==> src/rtl/aftab_csr_sequencer.sv <==
// rtl/aftab_csr_sequencer.sv - Moore sequencer for trap-entry and mret CSR access steps
// Optional mtval write step enabled by defining AFTAB_MTVAL_WRITE_EN.
module aftab_csr_sequencer (
    input  logic       clk,
    input  logic       rst,
    input  logic       trapReq,
    input  logic       mretReq,
    input  logic       instrCsrReq,
    input  logic       csrReady,
    output logic [2:0] cntOutput,
    output logic       csrWrEn,
    output logic       csrRdEn,
    output logic [1:0] csrWrSrc,
    output logic       busy,
    output logic       trapDone,
    output logic       mretDone,
    output logic       instrGrant
);

    typedef enum logic [3:0] {
        IDLE, E_CAUSE, E_EPC, E_TVAL, E_STRD, E_STWR, E_VEC,
        M_STRD, M_STWR, M_EPC, T_DONE, M_DONE
    } state_t;

    state_t     state_q, state_d;
    logic [2:0] cnt_d;
    logic       wr_d, rd_d, busy_d, tdone_d, mdone_d;
    logic [1:0] src_d;

    always_comb begin
        state_d = state_q;
        case (state_q)
            IDLE: begin
                if (trapReq)      state_d = E_CAUSE;
                else if (mretReq) state_d = M_STRD;
            end
            E_CAUSE: if (csrReady) state_d = E_EPC;
`ifdef AFTAB_MTVAL_WRITE_EN
            E_EPC:   if (csrReady) state_d = E_TVAL;
            E_TVAL:  if (csrReady) state_d = E_STRD;
`else
            E_EPC:   if (csrReady) state_d = E_STRD;
`endif
            E_STRD:  if (csrReady) state_d = E_STWR;
            E_STWR:  if (csrReady) state_d = E_VEC;
            E_VEC:   if (csrReady) state_d = T_DONE;
            M_STRD:  if (csrReady) state_d = M_STWR;
            M_STWR:  if (csrReady) state_d = M_EPC;
            M_EPC:   if (csrReady) state_d = M_DONE;
            default: state_d = IDLE;
        endcase
    end

    // Outputs are decoded from the next state and registered, so they track state_q exactly.
    always_comb begin
        cnt_d   = 3'b000;
        wr_d    = 1'b0;
        rd_d    = 1'b0;
        src_d   = 2'b00;
        busy_d  = (state_d != IDLE);
        tdone_d = (state_d == T_DONE);
        mdone_d = (state_d == M_DONE);
        case (state_d)
            E_CAUSE: begin cnt_d = 3'b001; wr_d = 1'b1; src_d = 2'b00; end
            E_EPC:   begin cnt_d = 3'b010; wr_d = 1'b1; src_d = 2'b01; end
`ifdef AFTAB_MTVAL_WRITE_EN
            E_TVAL:  begin cnt_d = 3'b111; wr_d = 1'b1; src_d = 2'b10; end
`endif
            E_STRD:  begin cnt_d = 3'b100; rd_d = 1'b1; end
            E_STWR:  begin cnt_d = 3'b100; wr_d = 1'b1; src_d = 2'b11; end
            E_VEC:   begin cnt_d = 3'b011; rd_d = 1'b1; end
            M_STRD:  begin cnt_d = 3'b100; rd_d = 1'b1; end
            M_STWR:  begin cnt_d = 3'b100; wr_d = 1'b1; src_d = 2'b11; end
            M_EPC:   begin cnt_d = 3'b010; rd_d = 1'b1; end
            default: begin cnt_d = 3'b000; end
        endcase
    end

    always_ff @(posedge clk) begin
        if (!rst) begin
            state_q   <= IDLE;
            cntOutput <= 3'b000;
            csrWrEn   <= 1'b0;
            csrRdEn   <= 1'b0;
            csrWrSrc  <= 2'b00;
            busy      <= 1'b0;
            trapDone  <= 1'b0;
            mretDone  <= 1'b0;
        end else begin
            state_q   <= state_d;
            cntOutput <= cnt_d;
            csrWrEn   <= wr_d;
            csrRdEn   <= rd_d;
            csrWrSrc  <= src_d;
            busy      <= busy_d;
            trapDone  <= tdone_d;
            mretDone  <= mdone_d;
        end
    end

    assign instrGrant = (state_q == IDLE) & ~trapReq & ~mretReq & instrCsrReq;

endmodule

==> config.mk <==
export PLATFORM = sky130hd
export DESIGN_NAME = aftab_csr_sequencer
export DESIGN_NICKNAME = d
export VERILOG_FILES = /design/src/rtl/aftab_csr_sequencer.sv
export SDC_FILE = /design/constraint.sdc
export NUM_CORES = 1
export LEC_CHECK = 0
export ABC_AREA = 1
export CELL_PAD_IN_SITES_DETAIL_PLACEMENT = 1
export CELL_PAD_IN_SITES_GLOBAL_PLACEMENT = 1
export CORE_AREA = 2 2 47 49
export CTS_CLUSTER_DIAMETER = 200
export DETAILED_ROUTE_END_ITERATION = 7
export DIE_AREA = 0 0 49 51
export PLACE_DENSITY_LB_ADDON = 0.1
export SYNTH_ARGS = -nofsm -noshare
export SYNTH_HDL_FRONTEND = slang
export SYNTH_SLANG_ARGS = --single-unit
==> constraint.sdc <==
create_clock -name clk -period 3.08 [get_ports clk]
set_input_delay 0.924 -clock clk [delete_from_list [all_inputs] [get_ports clk]]
set_output_delay 0.924 -clock clk [all_outputs]
set_load 0.05 [all_outputs]
== Yosys cells after proc, flatten, opt, wreduce, memory -nomap -nowiden ==
Index checks and enable logic that the tools add are counted.

* Equality and inequality tests: 18
* Multiplexer cells: 15
* Bitwise logic cells: 5
* Reductions and logical operators: 7

{| class="wikitable"
|+ Operator list
! operator !! number
|-
| two-way mux 4 bit || 10
|-
| case mux 4 bit (9 select lines) || 1
|-
| == test 4 x 3 -> 1 bit, second input constant || 8
|-
| == test 4 bit, second input constant || 6
|-
| case mux 3 bit (4 select lines) || 1
|-
| OR reduction 4 bit || 3
|-
| == test 4 x 1 -> 1 bit, second input constant || 2
|-
| == test 4 x 2 -> 1 bit, second input constant || 2
|-
| zero test 4 bit || 1
|-
| case mux 2 bit (2 select lines) || 1
|-
| nonzero test 4 bit || 1
|-
| OR reduction 2 bit || 2
|-
| bitwise AND 1 bit || 3
|-
| two-way mux 1 bit || 2
|-
| NOT 1 bit || 2
|}

* Bits in registers: 14
* Input port bits: 6
* Output and inout bits: 11
* Word-level logic and storage cells: 53

== Longest topological paths before layout ==
* Depth after elaboration: 6
* Gate-level depth with buffers: 11
* Mapped depth without buffers: 11

== Worst setup path after synthesis ==
Ideal clock, no wire load.

* Path kind: input to output
* Start: in mretReq
* End: out instrGrant
* Arrival: 2.479 ns
* Path slack: -0.323 ns
* Stages on the path: 1
* Buffers on the path: 0
* Cells stage by stage: nor4_1

* Word-level cells in the longest chain between the ends: 3

{| class="wikitable"
|+ RTL lines
! what !! line !! source
|-
| start, declared || 7 || <nowiki>input logic mretReq,</nowiki>
|-
| NOT 1 bit || 101 || <nowiki>assign instrGrant = (state_q == IDLE) & ~trapReq & ~mretReq & instrCsrReq;</nowiki>
|-
| bitwise AND 1 bit (2 in a row) || 101 ||
|-
| end, declared || 17 || <nowiki>output logic instrGrant</nowiki>
|}

Every way passes these cells.

== Worst setup path in the final report ==
Same ends and word-level chain as after synthesis.

==> flow_metrics.py <==
metrics = {
    "outcome": {
        "status": "completed",
    },
    "setup_path": {
        "max_stage_delay_ns": 0.46,
        "worstRegToRegCells": 9,
        "cp-start-kind": "input pin",
        "cp_slowest_cell": "clkdlybuf4s50_1",
        "path_class": "in -> out",
        "cp.buffers_inverters": 2,
        "r2r_slack_ns": 1.60,
        "r2r_end": "csrWrEn$_SDFF_PN0_",
        "crit_chain": "clkdlybuf4s50_1 -> nor4_2 -> buf_12",
        "cp.required_ns": 2.16,
        "crit_fanout": 3,
        "r2r-start": "state_q[1]$_SDFF_PN0_",
        "crit_arrival_ns": 2.00,
        "worstSetupEndpointType": "primary output",
        "cp_top_family": "buffers and inverters",
    },
    "logic_synthesis": {
        "yosysWarningCount": 0,
        "synth_fa_ha_area_frac": 0,
        "async_flop_share": 0,
        "ys.flop_type": "dfxtp_1",
        "synthesis.nets": 102,
        "synth_top_cell_by_area": "dfxtp_1",
        "synth_simple_gate_area_frac": 0.4058,
        "synth_xor_area_frac": 0,
        "synth_top_area_frac": 0.4308,
        "synthTopCellsByArea": "dfxtp_1 43%, nand2_1 15%, nand3_1 11%",
        "synthMuxAreaShare": 0,
        "syn_area_per_cell_um2": 6.777,
        "synth-compound-area-share": 0.07692,
        "synthTopCellsByCount": "26 x nand2_1, 14 x dfxtp_1, 14 x nand3_1, 9 x inv_1, 7 x nor2_1",
        "syn_inst": 96,
        "synth_cell_types": 17,
        "netlist_area_um2": 650.6,
        "ys_seq_area_frac": 0.4308,
        "ys_seq_elements": 14,
        "synth_top_family_by_area": "simple AND/OR/NAND/NOR gates",
        "synth.most_common_cell": "nand2_1",
        "synth_edf_count": 0,
    },
    "placement": {
        "port_buffers": 16,
        "dpl.cell_count": 140,
        "dp_slack_ns": 0.1418,
        "gp_congestion": 0.7831,
        "hpwl_um": 1360,
    },
    "route": {
        "drc": 0,
        "drt_iter0_markers": 9,
        "drt-vias-per-instance": 4.667,
        "drt-pass1-iter-count": 3,
        "ant_nets": 0,
        "vias": 672,
        "routed_wl_um": 1613,
        "avgRoutedWirePerCell_um": 11.20,
    },
    "timing": {
        "max_freq_mhz": 342.1,
        "skew_ns": 0.005583,
        "tns_ns": 0,
        "final_max_slew_viol_count": 0,
        "finalHoldViolations": 0,
        "setup_ws_ns": 0.1570,
        "finalSetupViolations": 0,
        "relSlewSlack": 0.6663,
        "period_needed_ns": 2.923,
        "period_share": 0.9490,
        "max_slew.worst_pin.slew_ns": 0.4990,
        "timing.hold.ws_ns": 0.6488,
        "rsz0062_at_grt": "false",
    },
    "clock_network": {
        "numCtsBuffers": 3,
        "cts_buffer_depth": 2,
        "cts_tree": "built",
        "post_cts_resize_count": 0,
        "cts_max_level": 1,
        "clkTransAtPathRegs_ns": 0.08,
        "postCtsSetupRepairBufs": 0,
        "root_buffer": "clkbuf_4",
        "clk-insertion-delay-late_ns": 0.28,
        "cts_sinks": 14,
        "postCtsHoldBufs": 0,
    },
    "cells_and_area": {
        "n_antenna_cell": 0,
        "ff_latch_area_um2": 280.3,
        "fillerInstances": 275,
        "area_delta_synth_final_pct": 38.08,
        "nets": 123,
        "multi_input_area_um2": 320.3,
        "drive_gt1_frac": 0.1466,
        "fin_cells": 144,
    },
    "grt": {
        "gr-max-usage-layer": "met2",
        "grt_use_total": 0.1466,
        "grt_pass1_vias": 650,
        "grt_pass1_wl_um": 2829,
        "antenna_found_initial": 0,
        "use_met2": 0.2352,
        "met1_usage": 0.2018,
        "grt_overflow_total": 0,
        "grt_max_degree": 10,
        "grtUsageMet3": 0.04386,
    },
    "hold_path": {
        "hold_path.class": "reg -> reg",
        "worst_hold_startpoint": "state_q[2]$_SDFF_PN0_",
        "hold_path_depth": 3,
        "holdPathEnd": "mretDone$_SDFF_PN0_",
    },
    "pwr": {
        "power.density_mw_per_mm2": 681.7,
        "power_leakage_uw": 0.0004219,
        "vdd_drop_max_v": 0.0003802,
    },
    "floorplan": {
        "ios": 17,
        "die_height_um": 51,
        "num_rows": 17,
        "initial_utilization": 0.3153,
        "core_area_mm2": 0.002063,
        "die_w_um": 49,
        "dieArea_mm2": 0.002499,
    },
    "job": {
        "cap_violations": 0,
    },
}
## sequential cells by signal, summed over array words and instances (netlist names)
name	cells
csrWrSrc	2
mretDone	1
state_q	4
busy	1
cntOutput	3
trapDone	1
csrRdEn	1
csrWrEn	1
## worst max-delay path by stage
stage / slack [ns] / cells past startpoint / from / endpoint
4_1_cts: 0.13 / 3 / mretReq / instrGrant
2_1_floorplan: 0.26 / 1 / mretReq / instrGrant
3_5_place_dp: 0.14 / 3 / mretReq / instrGrant
3_3_place_gp: 0.22 / 3 / mretReq / instrGrant
5_1_grt: 0.12 / 3 / mretReq / instrGrant
6_report: 0.16 / 3 / mretReq / instrGrant
## routing by layer
| layer | vias up | part of all wire |
|---|---|---|
| li1 | 353 | - |
| met2 | 10 | 0.46 |
| met1 | 309 | 0.50 |
| met4 | 0 | 0 |
| met3 | 0 | 0.035 |
| met5 | - | 0 |
## tightest hold or removal path, stage by stage (launching register included)
cell,delay (ns)
dfxtp_1,0.40
nor2_1,0.07
nand2_1,0.09
nor3_1,0.05
## stage by stage
stage,power (µW),utilization,cell area [µm²]
after global placement,484.8,0.4178,862.1
after global routing,657.0,0.4354,898.4
after CTS,621.0,0.4354,898.4
after floorplan,407.2,-,656.9
final,612.4,0.4354,898.4
after detailed placement,488.6,0.4178,862.1
## cell families (layout without fill, tap and decap cells)
family / count (synthesis) / count (layout)
DFF: 14 / 14
and+or+nand+nor: 58 / 58
AOI/OAI and AO/OA: 9 / 9
buffers and inverters: 15 / 35
## where the power goes
part	total (µW)	switching [µW]	internal [µW]
Combinational	255	173	81.8
Sequential	227	17.1	210
Clock	131	58.7	71.9
Total	612	249	363
## cells in the final DEF, fill, tap and decap left out, drive strengths merged
cell type / n
buf: 1
nor3: 2
nor4: 1
a21oi: 3
nor2: 11
clkbuf: 4
nand2: 26
nand4: 3
clkdlybuf4s50: 15
dfxtp: 14
a31oi: 1
nand3: 15
o21ai: 5
inv: 14
clkinv: 1
## final cells by class
type | count | share of cell area
multi-input cells | 67 | 0.3565
flip-flops and latches | 14 | 0.3120
repair buffers | 16 | 0.1894
inverters | 15 | 0.06267
clock buffers | 4 | 0.04039
well taps | 28 | 0.03900
(Power assumes the default switching activity.)
==> patch: new RTL, same settings <==
Put one more register stage on the output `cntOutput`, cleared by the reset. The value now appears one clock later. The other outputs are not delayed to match.
--- a/src/rtl/aftab_csr_sequencer.sv
+++ b/src/rtl/aftab_csr_sequencer.sv
@@ -22,4 +22,6 @@
         M_STRD, M_STWR, M_EPC, T_DONE, M_DONE
     } state_t;
+
+    logic [2:0] cntOutput_s0;
 
     state_t     state_q, state_d;
@@ -80,5 +82,5 @@
         if (!rst) begin
             state_q   <= IDLE;
-            cntOutput <= 3'b000;
+            cntOutput_s0 <= 3'b000;
             csrWrEn   <= 1'b0;
             csrRdEn   <= 1'b0;
@@ -89,5 +91,5 @@
         end else begin
             state_q   <= state_d;
-            cntOutput <= cnt_d;
+            cntOutput_s0 <= cnt_d;
             csrWrEn   <= wr_d;
             csrRdEn   <= rd_d;
@@ -101,4 +103,12 @@
     assign instrGrant = (state_q == IDLE) & ~trapReq & ~mretReq & instrCsrReq;
 
+    always_ff @(posedge clk) begin
+        if (!rst) begin
+            cntOutput <= '0;
+        end else begin
+            cntOutput <= cntOutput_s0;
+        end
+    end
+
 endmodule
 
Formal check against the unedited RTL: not equivalent (Yosys sat finds a counterexample within 4 cycles, from zero or initial values and one cycle with rst low).
==> patch against the unedited design <==
  * Register-to-register slack got worse by 40 ps
  * Total power rose by 5.1%
  * Worst setup slack improved by 130 ps
  * Area after synthesis rose by 21%
  * Sequential cell count rose by 3
  * Final cell count rose by 7.6%
  * Hold slack got worse by 230 ps
  * Wire length rose by 11%
  * Final area rose by 13%
  * Highest routed layer is now met4
==> patch: results (changes against the unedited design) <==
stage;metric;value;unit;change
outcome;status;finished clean;;
setup_path;crit-path max FO;2;;-1
drt;1st-iter DRT viols;2;;-7
power;static leakage;0.000488;uW;+16%
drt;met3 WL post-DR;60;um;+7.1%
final_layout;layout cells sized above 1;18.9;%;+4.2 points
setup_path;max incr delay on CP;420;ps;-40 ps
final_layout;non-clock inverter count;21;;+6
final_layout;multi-input gates;69;;+3.0%
final_layout;Top Registers;state_q (4), cntOutput (3), cntOutput_s0 (3);;
place;dpl cells;151;;+7.9%
clocking;Skew-Pair Late Insertion Delay;300;ps;+20 ps
synth;synthesized instance count;108;;+13%
final_layout;fillers;276;;+0.36%
global_route;M3 GR Usage;6.14;%;+1.8 points
place;Detailed Place HPWL;1440;um;+6.2%
synth;Netlist cell types;23;;+6
synth;sequential fraction of the synthesis area;43.1;%;about the same
setup_path;WP data arrival;1870;ps;-130 ps
drt;DRT Wirelength;1790;um;+11%
power;worst vdd ir;0.328;mV;-14%
timing;worst slew pin tran;504;ps;+4.83 ps
drt;Met1 Wirelength;801;um;-1.6%
drt;DR WL/cell;11.5;um;+2.8%
synth;Seq cells post-synth;17;;+3
place;GPL Wtd Cong;0.807;;+3.1%
synth;Commonest cells post-synth;nand2_1, dfxtp_1, inv_1;;
synth;Synth area leaders;dfxtp_1, nand2_1, inv_1;;
global_route;largest net degree at the start of global routing;11;;+1
final_layout;Clock buf/inv share;2.71;%;-1.3 points
global_route;GR met1 Demand/Resource;22.6;%;+2.4 points
final_layout;# nets final;134;;+8.9%
global_route;Global Route met2 Usage;29.9;%;+6.4 points
global_route;first-pass GRT wire length;3420;um;+21%
drt;Max Used Layer;met4;;
timing;Final Skew;4.66;ps;-0.925 ps
synth;Compound-Gate Fraction of Synth Area;7.92;%;+0.23 points
[patch: path summary, 6_finish.rpt]
| kind | start | to | slack, ps | cells after the start |
|---|---|---|---|---|
| worst max-delay path | trapReq | instrGrant | 290 | 5 |
| worst min-delay path | cntOutput_s0[1]$_SDFF_PN0_ | cntOutput[1]$_SDFF_PN0_ | 420 | 2 |
| worst max register to register | state_q[0]$_SDFF_PN0_ | csrRdEn$_SDFF_PN0_ | 1560 | 9 |
| worst min register to register | cntOutput_s0[1]$_SDFF_PN0_ | cntOutput[1]$_SDFF_PN0_ | 420 | 2 |
[patch: where the power goes]
group / internal [uW] / switching (uW)
logic: 81.1 / 177
registers: 251 / 16.3
clock network: 48.4 / 69.8
total: 381 / 263
[patch: stage by stage]
stage | cell area (um2) | worst slack (ps) | power [uW]
after floorplan | 790 | 440 | 456
after global placement | 990 | 309 | 524
after detailed placement | 990 | 296 | 532
after CTS | 1020 | 282 | 653
after global routing | 1020 | 206 | 695
final | 1020 | 288 | 644
